[config.mk]
export PLATFORM = sky130hd
export DESIGN_NAME = fwd_hazard_scoreboard
export DESIGN_NICKNAME = d
export VERILOG_FILES = /design/src/rtl/fwd_hazard_scoreboard.sv
export SDC_FILE = /design/constraint.sdc
export NUM_CORES = 1
export LEC_CHECK = 0
export CAP_MARGIN = 40
export CORE_MARGIN = 3
export CORE_UTILIZATION = 52
export CTS_CLUSTER_SIZE = 30
export DETAILED_ROUTE_END_ITERATION = 6
export PLACE_DENSITY = 0.89
export SLEW_MARGIN = 20
export SYNTH_ARGS = -nofsm -noshare
export SYNTH_HDL_FRONTEND = slang
export SYNTH_SLANG_ARGS = --single-unit
export TNS_END_PERCENT = 20
[constraint.sdc]
create_clock -name i_clock -period 2.75 [get_ports i_clock]
set_input_delay 0.4125 -clock i_clock [delete_from_list [all_inputs] [get_ports i_clock]]
set_output_delay 0.4125 -clock i_clock [all_outputs]
set_load 0.005 [all_outputs]
[src/rtl/fwd_hazard_scoreboard.sv]
// Forwarding and hazard scoreboard for the RV32I pipeline: tracks in-flight
// destination registers per backend stage and resolves forwarding and stalls for the ID operands.
module fwd_hazard_scoreboard #(
    parameter int NB_OPERAND = 5,
    parameter int N_SRC      = 2,
    parameter int N_STAGES   = 3,
    parameter int NB_SEL     = $clog2(N_STAGES + 1),
    parameter int NB_CNT     = 32
) (
    input  logic                        i_clock,
    input  logic                        i_reset,
    input  logic                        i_advance,
    input  logic                        i_flush,
    input  logic                        i_id_valid,
    input  logic [N_SRC*NB_OPERAND-1:0] i_id_rs,
    input  logic [N_SRC-1:0]            i_id_rs_used,
    input  logic                        i_id_rf_write,
    input  logic [NB_OPERAND-1:0]       i_id_rd,
    input  logic [NB_SEL-1:0]           i_id_ready_stage,
    output logic [N_SRC*NB_SEL-1:0]     o_fwd_sel,
    output logic                        o_stall,
    output logic [NB_CNT-1:0]           o_stall_count
);

    // Entry index 0 holds stage 1 (EX); index k holds stage k+1.
    logic [N_STAGES-1:0]   valid_q, valid_d;
    logic [NB_OPERAND-1:0] rd_q  [N_STAGES];
    logic [NB_OPERAND-1:0] rd_d  [N_STAGES];
    logic [NB_SEL-1:0]     rdy_q [N_STAGES];
    logic [NB_SEL-1:0]     rdy_d [N_STAGES];
    logic [NB_CNT-1:0]     cnt_q, cnt_d;

    logic [N_SRC*NB_SEL-1:0] fwd_sel_s;
    logic [N_SRC-1:0]        haz_s;
    logic                    stall_s;
    logic                    ins_s;
    logic [NB_SEL-1:0]       ins_rdy_s;

    // Clamp the incoming ready stage into the legal 1..N_STAGES range.
    always_comb begin
        ins_rdy_s = i_id_ready_stage;
        if (i_id_ready_stage == {NB_SEL{1'b0}}) begin
            ins_rdy_s = NB_SEL'(1);
        end else if (i_id_ready_stage > NB_SEL'(N_STAGES)) begin
            ins_rdy_s = NB_SEL'(N_STAGES);
        end else begin
            ins_rdy_s = i_id_ready_stage;
        end
    end

    // Operand match: scan oldest to youngest so the youngest match overrides.
    always_comb begin
        logic hit;
        logic rdy;
        fwd_sel_s = '0;
        haz_s     = '0;
        hit       = 1'b0;
        rdy       = 1'b0;
        for (int j = 0; j < N_SRC; j++) begin
            for (int k = N_STAGES - 1; k >= 0; k--) begin
                hit = valid_q[k] && (rd_q[k] != {NB_OPERAND{1'b0}}) &&
                      (rd_q[k] == i_id_rs[j*NB_OPERAND +: NB_OPERAND]) &&
                      i_id_rs_used[j];
                rdy = (NB_SEL'(k + 1) >= rdy_q[k]);
                fwd_sel_s[j*NB_SEL +: NB_SEL] = hit ? (rdy ? NB_SEL'(k + 1) : {NB_SEL{1'b0}})
                                                    : fwd_sel_s[j*NB_SEL +: NB_SEL];
                haz_s[j] = hit ? ~rdy : haz_s[j];
            end
        end
        stall_s = i_id_valid & (|haz_s);
        ins_s   = i_id_valid & i_id_rf_write & ~stall_s & (i_id_rd != {NB_OPERAND{1'b0}});
    end

    // Next entry state and saturating stall counter.
    always_comb begin
        valid_d = valid_q;
        rd_d    = rd_q;
        rdy_d   = rdy_q;
        if (i_flush) begin
            valid_d = {N_STAGES{1'b0}};
        end else if (i_advance) begin
            for (int k = 1; k < N_STAGES; k++) begin
                valid_d[k] = valid_q[k-1];
                rd_d[k]    = rd_q[k-1];
                rdy_d[k]   = rdy_q[k-1];
            end
            valid_d[0] = ins_s;
            rd_d[0]    = i_id_rd;
            rdy_d[0]   = ins_rdy_s;
        end else begin
            valid_d = valid_q;
        end

        if (stall_s && !i_flush && (cnt_q != {NB_CNT{1'b1}})) begin
            cnt_d = cnt_q + NB_CNT'(1);
        end else begin
            cnt_d = cnt_q;
        end
    end

    // State registers with synchronous reset.
    always_ff @(posedge i_clock) begin
        if (i_reset) begin
            valid_q <= {N_STAGES{1'b0}};
            cnt_q   <= {NB_CNT{1'b0}};
            for (int k = 0; k < N_STAGES; k++) begin
                rd_q[k]  <= {NB_OPERAND{1'b0}};
                rdy_q[k] <= {NB_SEL{1'b0}};
            end
        end else begin
            valid_q <= valid_d;
            cnt_q   <= cnt_d;
            rd_q    <= rd_d;
            rdy_q   <= rdy_d;
        end
    end

    assign o_fwd_sel     = fwd_sel_s;
    assign o_stall       = stall_s;
    assign o_stall_count = cnt_q;

endmodule

[Word level (Yosys, flattened, before mapping)]
Index checks and enable logic that the tools add are counted.
Widths: inputs -> output; s select.
Storage, ports and cells
  output and inout bits: 37
  register bits after elaboration: 56
  word-level logic and storage cells: 72
Operators by class
  bitwise gates (word level): 9
  eq/ne operators: 7
  reductions and logical operators: 26
  magnitude comparators: 4
  $add $sub $neg: 1
  muxes and demuxes: 17
Operators with widths (count)
  $add 32x1->32 const B: 1
  $ne 32x32->1 const B: 1
  $eq 5x5->1: 6
  $mux 2: 10
  $reduce_bool 5->1: 4
  $logic_and 1x1->1: 17
  $mux 1: 7
  $not 1->1: 5
  $and 1x1->1: 4
  $ge 2x2->1 const A: 2
  $reduce_or 2->1: 2
  $ge 1x2->1 const A: 1
  $gt 2x2->1 const B: 1
  $logic_not 2->1: 1
  $reduce_and 2->1: 1
  $logic_not 1->1: 1

[Longest topological paths before layout]
  depth in word-level cells: 12
  depth in mapped cells: 9
  depth with buffers taken out: 7

[Least setup slack after synthesis]
OpenSTA, ideal clock, no wires.
  path type: register to register
  from: register rd_q[14] (netlist name)
  to: register cnt_q[5], in the netlist o_stall_count[5]
  data arrival time: 2.295 ns
  cell stages (with the launch flop): 9
  path buffers: 1
  path slack: 0.332 ns
  required time: 2.627 ns
  setup time: 0.123 ns
  path through: dfxtp_1 -> or4_4 -> o21ai_2 -> nor3_1 -> o22a_1 -> o21a_4 -> buf_6 -> nor4_1 -> mux2_1
Between the ends
  word-level cells in the longest chain between the ends: 9
Ends and longest elaborated chain
  from (decl): line 27  | logic [NB_OPERAND-1:0] rd_q [N_STAGES];
  from (signal, indexed assignment): line 107  | rd_q[k] <= {NB_OPERAND{1'b0}};
  from (signal assigned): line 113  | rd_q <= rd_d;
  $reduce_bool 5->1: line 61  | hit = valid_q[k] && (rd_q[k] != {NB_OPERAND{1'b0}}) &&
  $logic_and 1x1->1 (2 in a row): line 61
  $logic_and 1x1->1: line 62  | (rd_q[k] == i_id_rs[j*NB_OPERAND +: NB_OPERAND]) &&
  $mux 1: line 67  | haz_s[j] = hit ? ~rdy : haz_s[j];
  $reduce_or 2->1 (*): line 70  | stall_s = i_id_valid & (|haz_s);
  $and 1x1->1 (*): line 70
  $logic_and 1x1->1 (*) (2 in a row): line 94  | if (stall_s && !i_flush && (cnt_q != {NB_CNT{1'b1}})) begin
  to (signal assigned): line 105  | cnt_q <= {NB_CNT{1'b0}};
  to (signal assigned): line 112  | cnt_q <= cnt_d;
  to (decl): line 31  | logic [NB_CNT-1:0] cnt_q, cnt_d;
Mark *: on every way between the ends. The rest lies on a longest branch, timed or not.
A chain may end at the register's enable or synchronous reset.

[Worst setup path after layout]
  from: input i_id_rs[6]
  to: register cnt_q[20], in the netlist o_stall_count[20]
Between the ends
  word-level cells in the longest chain between the ends: 10
Ends and longest elaborated chain
  from (decl): line 15  | input logic [N_SRC*NB_OPERAND-1:0] i_id_rs,
  $eq 5x5->1: line 62
  $logic_and 1x1->1: line 61
  $logic_and 1x1->1: line 62
  $mux 1 (2 in a row): line 67
  $mux 1 (*): line 67
  $reduce_or 2->1 (*): line 70
  $and 1x1->1 (*): line 70
  $logic_and 1x1->1 (*) (2 in a row): line 94
Marks and branches as above.

==> report_table.html <==
<table>
<tr><th>Metric</th><th>Value</th></tr>
<tr><th colspan="2">Finish</th></tr>
<tr><td>Most frequent cells in the layout</td><td>dfxtp_1 (54), nand2_1 (52), clkdlybuf4s50_1 (52)</td></tr>
<tr><td>Number of antenna diodes</td><td>0</td></tr>
<tr><td>Synth-to-Final Area Change</td><td>34.33%</td></tr>
<tr><td>Number of nets in the finished design</td><td>488</td></tr>
<tr><td>Most frequent standard cell in the layout excluding fill and tap cells</td><td>dfxtp_1</td></tr>
<tr><td>Fraction of final layout cells sized beyond drive strength 1</td><td>13.82%</td></tr>
<tr><th colspan="2">Place</th></tr>
<tr><td>Final Wtd Congestion</td><td>slightly below 1</td></tr>
<tr><td>Input/output buffers</td><td>between 60 and 70</td></tr>
<tr><td>Placement-stage worst setup slack</td><td>-244.6 ps</td></tr>
<tr><td>HPWL reported at the end of detailed placement</td><td>roughly 6300 um</td></tr>
<tr><th colspan="2">Pwr</th></tr>
<tr><td>Cell leakage power</td><td>roughly 1.4 nW</td></tr>
<tr><td>Power density over the cells</td><td>348.2 nW/um^2</td></tr>
<tr><td>Worst VDD drop</td><td>0.2418 mV</td></tr>
<tr><td>Power, Total</td><td>0.001423 W</td></tr>
<tr><th colspan="2">Yosys</th></tr>
<tr><td>Total of warnings raised by yosys</td><td>0</td></tr>
<tr><td>Post-synth net total</td><td>around 400</td></tr>
<tr><td>Count of distinct cell types in the synthesized netlist</td><td>45</td></tr>
<tr><td>Share of synthesized registers carrying an async set or reset</td><td>0%</td></tr>
<tr><td>Ys flop type</td><td>dfxtp_1</td></tr>
<tr><td>Synthesized area per cell</td><td>8.114 um^2</td></tr>
<tr><td>Gate count after technology mapping</td><td>between 300 and 400</td></tr>
<tr><td>Number of synthesized flops with an enable pin</td><td>0</td></tr>
<tr><td>Post-synthesis sequential area ratio</td><td>about 36%</td></tr>
<tr><td>Flip-flop and latch count after synthesis</td><td>54</td></tr>
<tr><td>Mapped Area</td><td>3043 um^2</td></tr>
<tr><th colspan="2">Floorplan</th></tr>
<tr><td>I/O pin count</td><td>62</td></tr>
<tr><td>Number of core rows</td><td>27</td></tr>
<tr><td>Die span in x</td><td>between 80 and 90 um</td></tr>
<tr><td>Starting Density</td><td>roughly 55%</td></tr>
<tr><td>Die height</td><td>just over 80 um</td></tr>
<tr><td>Core region area</td><td>about 5600 um^2</td></tr>
<tr><td>DIE AREA</td><td>approximately 6800 um^2</td></tr>
<tr><th colspan="2">Run status</th></tr>
<tr><td>Violated checks</td><td>negative setup slack</td></tr>
<tr><td>Outcome</td><td>finished, violations left</td></tr>
<tr><th colspan="2">Timing</th></tr>
<tr><td>Final count of hold timing violations</td><td>0</td></tr>
<tr><td>Maximum clock skew at final layout</td><td>between 15 and 20 ps</td></tr>
<tr><td>Unrepaired setup endpoints after global routing</td><td>true</td></tr>
<tr><td>Fmax</td><td>between 0.3 and 0.4 GHz</td></tr>
<tr><td>Min setup slack post-route</td><td>-2.725 ps</td></tr>
<tr><td>Final Cycle Share</td><td>100.1%</td></tr>
<tr><td>Final period demand of the worst path</td><td>approximately 2800 ps</td></tr>
<tr><td>Final Max Tran Viols</td><td>0</td></tr>
<tr><td>Least-Margin Pin Slew</td><td>~760 ps</td></tr>
<tr><td>Final setup violation count</td><td>1</td></tr>
<tr><td>Tightest slew margin relative to the limit</td><td>49.34%</td></tr>
<tr><th colspan="2">Drt</th></tr>
<tr><td>Post-DR vias/cell</td><td>approximately 6.2</td></tr>
<tr><td>Detailed router's first-iteration violation count</td><td>~250</td></tr>
<tr><td>Wire length reported by the detailed router</td><td>approximately 9000 um</td></tr>
<tr><td>Residual DRC</td><td>0</td></tr>
<tr><td>Mean routed wirelength per cell</td><td>16.64 um</td></tr>
<tr><td>Residual antenna-violating net count after detailed routing</td><td>0</td></tr>
<tr><td>Detailed Routing Iterations Pass 1</td><td>5</td></tr>
<tr><td>Vias</td><td>about 3300</td></tr>
<tr><th colspan="2">Critical path</th></tr>
<tr><td>List of cells traversed by the critical path</td><td>clkdlybuf4s50_1 &gt; xor2_1 &gt; nor4_1 &gt; nand4_1 &gt; o22a_1 &gt; buf_4 &gt; o21a_4 &gt; or4_1 &gt; a21oi_1</td></tr>
<tr><td>Crit Reg-Reg Endpoint</td><td>o_stall_count[20]</td></tr>
<tr><td>Worst Path Arrival</td><td>2990 ps</td></tr>
<tr><td>Buffers and inverters on the worst path</td><td>2</td></tr>
<tr><td>Start of the worst register-to-register path</td><td>rd_q[14]</td></tr>
<tr><td>CP max-delay cell</td><td>or4_1</td></tr>
<tr><td>CP max stage delay</td><td>570 ps</td></tr>
<tr><td>Required arrival time at the worst endpoint</td><td>roughly 3000 ps</td></tr>
<tr><td>Total stage count of the critical path</td><td>9</td></tr>
<tr><td>Worst Path Max Fanout</td><td>40</td></tr>
<tr><td>Endpoint class of the critical path</td><td>flip-flop</td></tr>
<tr><td>Reg2reg path depth</td><td>8</td></tr>
<tr><td>Type of origin of the critical path</td><td>input port</td></tr>
<tr><td>Crit path max-delay family</td><td>simple AND/OR/NAND/NOR gates</td></tr>
<tr><td>Critical path class</td><td>in -&gt; reg</td></tr>
<tr><td>Internal reg-to-reg setup slack</td><td>~70 ps</td></tr>
<tr><th colspan="2">Clock tree</th></tr>
<tr><td>Number of clock buffers inserted by TritonCTS</td><td>5</td></tr>
<tr><td>Clock tree from TritonCTS</td><td>built</td></tr>
<tr><td>Maximum level of the CTS H-tree</td><td>2</td></tr>
<tr><td>CTS hold repair buffers</td><td>0</td></tr>
<tr><td>Skew-Pair Late Insertion Delay</td><td>about 320 ps</td></tr>
<tr><td>CTS Root Cell</td><td>clkbuf_8</td></tr>
<tr><td>CTS Sinks</td><td>54</td></tr>
<tr><td>Reg clk slew, reported paths</td><td>about 110 ps</td></tr>
<tr><td>CTS Buffer Depth</td><td>2</td></tr>
<tr><th colspan="2">Global routing</th></tr>
<tr><td>Largest net degree at the start of global routing</td><td>44</td></tr>
<tr><td>Total global routing overflow</td><td>0</td></tr>
<tr><td>Antenna violations before repair</td><td>0</td></tr>
<tr><td>Number of global-route vias before repair</td><td>between 2000 and 3000</td></tr>
<tr><td>Overall routing resource usage</td><td>roughly a quarter</td></tr>
<tr><td>Global-route wire length before repair</td><td>13990 um</td></tr>
<tr><th colspan="2">Run</th></tr>
<tr><td>Maximum Capacitance Violations</td><td>0</td></tr>
<tr><th colspan="2">Min path</th></tr>
<tr><td>Critical hold path startpoint</td><td>rdy_q[2]</td></tr>
<tr><td>Number of stages on the worst hold path</td><td>2</td></tr>
<tr><td>Min-delay worst type</td><td>reg -&gt; reg</td></tr>
<tr><td>Hold Path Sink</td><td>rdy_q[2]</td></tr>
</table>
==> Yosys cell counts (7+ instances only) <==
master    number  area (um^2)
o31ai_1       17        127.6
nand2_1       52        195.2
nand3_1       14        70.07
nor2_1        12        45.04
nand4_1       19        118.9
nor2b_1        7        43.79
and3_1         8        50.05
or4_1         19        142.6
xnor2_1       24        210.2
a21oi_1       43        215.2
dfxtp_1       54         1081
clkbuf_1      16        60.06
nor3_1         8        40.04
==> flip-flops by register name, summed over array words and instances (netlist names) <==
register       cells
rd_q              15
valid_q            3
o_stall_count     32
rdy_q              4
==> through the flow <==
step	cell area [um^2]	TNS [ps]	hold slack, ps	instances	utilization (%)
6_report	4088	-2.725	464.4	535	73.33
5_1_grt	4088	-110.8	493.6	535	73.33
4_1_cts	4070	0	465.6	535	73.02
3_5_place_dp	3951	-3472	449.8	525	70.89
3_3_place_gp	3951	-2263	442.1	525	70.89
2_1_floorplan	3043	0	432.2	375	-
==> kinds of logic after synthesis <==
kind of cell	Yosys count	synth area share, %
and+or+nand+nor	168	30.10
AOI/OAI and AO/OA	86	18.34
DFF	54	35.53
xor gates and xnor gates	30	8.635
buffers and inverters	27	3.824
muxes	9	3.166
adders and majority gates	1	0.4111
==> tightest hold or removal path: stages (launching register included) <==
cell,delay (ps)
dfxtp_1,330
nand2_1,50
a21oi_1,50
==> power by group <==
part           internal, W  total, W  switching [W]
combinational    0.0000814  0.000166      0.0000851
clock             0.000184  0.000459       0.000275
sequential        0.000789  0.000798     0.00000846
total              0.00105   0.00142       0.000369
==> how the worst max path moves through the flow <==
stage / endpoint / startpoint
floorplan: o_stall_count[5] / rd_q[14]
global placement: o_stall / i_id_rs[4]
detailed placement: o_stall / i_id_rs[4]
CTS: o_fwd_sel[0] / i_id_rs[4]
global route: o_stall / i_id_rs[6]
finish: o_stall_count[20] / i_id_rs[6]
==> area by class of cell <==
type / count / area, um^2
Tap cell: 72 / 90.09
Timing Repair Buffer: 101 / 915.9
Sequential cell: 54 / 1081
Clock inverter: 3 / 25.02
Multi-Input combinational cell: 294 / 1884
Inverter: 6 / 22.52
Fill cell: 404 / 1486
Clock buffer: 5 / 68.82
==> repair_timing <==
item | CTS | global route
hold endpoints to repair | 0 | 0
pin swaps | 8 | 1
setup buffers | 2 | 0
endpoints found under the setup margin | 5 | 6
resized for setup | 9 | 5
cloned | 0 | 0
==> metal layers <==
| metal | vias to the layer above | track usage, % | share of wire (%) |
|---|---|---|---|
| li1 | 1581 | - | - |
| met5 | - | 0 | 0 |
| met2 | 144 | 42.31 | 47 |
| met1 | 1571 | 36.49 | 43 |
| met4 | 0 | 7.190 | 1.6 |
| met3 | 17 | 4.338 | 8.0 |
Note: power is estimated with default switching activity, not from simulation.
==> RTL change: new RTL, same flow settings <==
`N_SRC`: 2 -> 4.
--- a/src/rtl/fwd_hazard_scoreboard.sv
+++ b/src/rtl/fwd_hazard_scoreboard.sv
@@ -2,7 +2,7 @@
 // destination registers per backend stage and resolves forwarding and stalls for the ID operands.
 module fwd_hazard_scoreboard #(
     parameter int NB_OPERAND = 5,
-    parameter int N_SRC      = 2,
+    parameter int N_SRC      = 4,
     parameter int N_STAGES   = 3,
     parameter int NB_SEL     = $clog2(N_STAGES + 1),
     parameter int NB_CNT     = 32
Interface: changed (resized i_id_rs, i_id_rs_used and o_fwd_sel); port bits go from 62 to 78. The function was not compared with the original's and may differ.
==> RTL change against the unedited design <==
The flow still finishes with violations (setup timing). Worst setup slack got worse by 0.048 ns. Synthesized cell count increased by 17%. Area after synthesis increased by 15%. Total power increased by 8.8%. Sequential cell count unchanged. Die area increased by 14%. Routed wire length increased by 28%. Cell area increased by 24%. Highest routed layer unchanged.
==> RTL change: results (changes against the unedited design) <==
Peak VDD IR: 0.266 mV (+10%)
Placer Congestion: 0.943 (-2.9%)
CTS resizes: 22 (+13)
Non-Filler Instances: 654 (+22%)
Initial DRC Count: 312 (+23%)
Cell variety after synth: 54 (+20%)
P&R area growth vs syn: 45.6%
layout cells sized above 1: 0.227 (+0.0888)
Post-CTS Setup Inserts: 1 (-1)
# port buffers: 77 (+26%)
multi-input gates: 348 (+18%)
Critical Path AT: 3.05 ns (+0.06 ns)
top cells by count, synth: nand2_1, dfxtp_1, a21oi_1
Syn Nets: 477 (+19%)
crit path max fanout: 8 (-80%)
post-place setup slack: -0.395 ns (-0.150 ns)
Crit Reg-Reg Startpoint: rd_q[11]
Cell Area, Placed: 4770 µm² (+21%)
DP Wirelength: 8010 µm (+26%)
setup_tns: -0.112 ns (-0.109 ns)
GRT Total Usage: 0.282 (+0.0188)
multi-input gate share of total cell area: 0.454 (-0.00674)
worst hold slack: 0.467 ns (+0.00242 ns)
Final nets: 614 (+26%)
Routed wire per std cell: 17.5 µm (+5.0%)
fill count: 369 (-8.7%)
Int Pwr: 1.15 mW (+9.1%)
ranking of synthesized cells by area: dfxtp_1, xnor2_1, xor2_1
XOR/XNOR Fraction of Synth Area: 0.163 (+0.0766)
Inst Count DP: 635 (+21%)
cell depth of the worst flop-to-flop path: 12 (+4)
failing checks: setup timing
register area: 1090 µm² (+0.58%)
Mapped Cells: 439 (+17%)
setup ws final: -0.0503 ns (-0.0476 ns)
post-synthesis mux area share: 0.0308 (-0.000859)
NetSw: 0.397 mW (+7.8%)
Synth Area in Adders: 0.00358 (-0.000530)
nonclk inv count: 7 (+1)
Synth Area in Compound Gates: 0.146 (-0.0376)
Final Setup Violations: 4 (+3)
Worst Hold Launch: rdy_q[4]
Clock buf/inv share: 0.0207 (-0.00229)
Crit Path Class: register to register
via count: 3857 (+16%)
P_leak: 2.07 nW (+49%)
Sequential Power Share: 0.516 (-0.044)
NonClk Buf Share: 0.287 (+0.0631)
status: complete, but fails checks
Crit path largest cell delay: 0.53 ns (-0.04 ns)
CP max-delay cell: or4_4
Slew @ Worst Pin: 0.701 ns (-0.0591 ns)
Clk pwr share: 0.324 (about the same)
worst clock skew: 0.0162 ns (+0.000810 ns)
Tap Cells: 77 (+6.9%)
clkbuf count: 7 (+2)
[RTL change: cell types whose count changed after synthesis, sizes merged, moves of 6 or more]
| cell | change |
|---|---|
| xnor2 | +10 |
| o21ai | +13 |
| or3 | +14 |
| o31ai | -15 |
| or4 | -12 |
| buf | +11 |
| nor4 | +6 |
| xor2 | +25 |
| nand2 | +10 |
| nor2 | +17 |
[RTL change: per-layer routing]
metal | up-vias | part of all wire | track usage
met1 | 1851 | 0.42 | 0.338
li1 | 1818 | - | -
met4 | 0 | 0.031 | 0.124
met2 | 153 | 0.50 | 0.496
met5 | - | 0 | 0
met3 | 35 | 0.053 | 0.0433
[RTL change: worst register-to-register path: cells and delay by family, from the launching register on]
family / cells / cell delay, ns
buffers and inverters: 4 / 0.49
AOI/OAI and AO/OA: 4 / 0.80
and+or+nand+nor: 4 / 1.06
DFF: 1 / 0.39
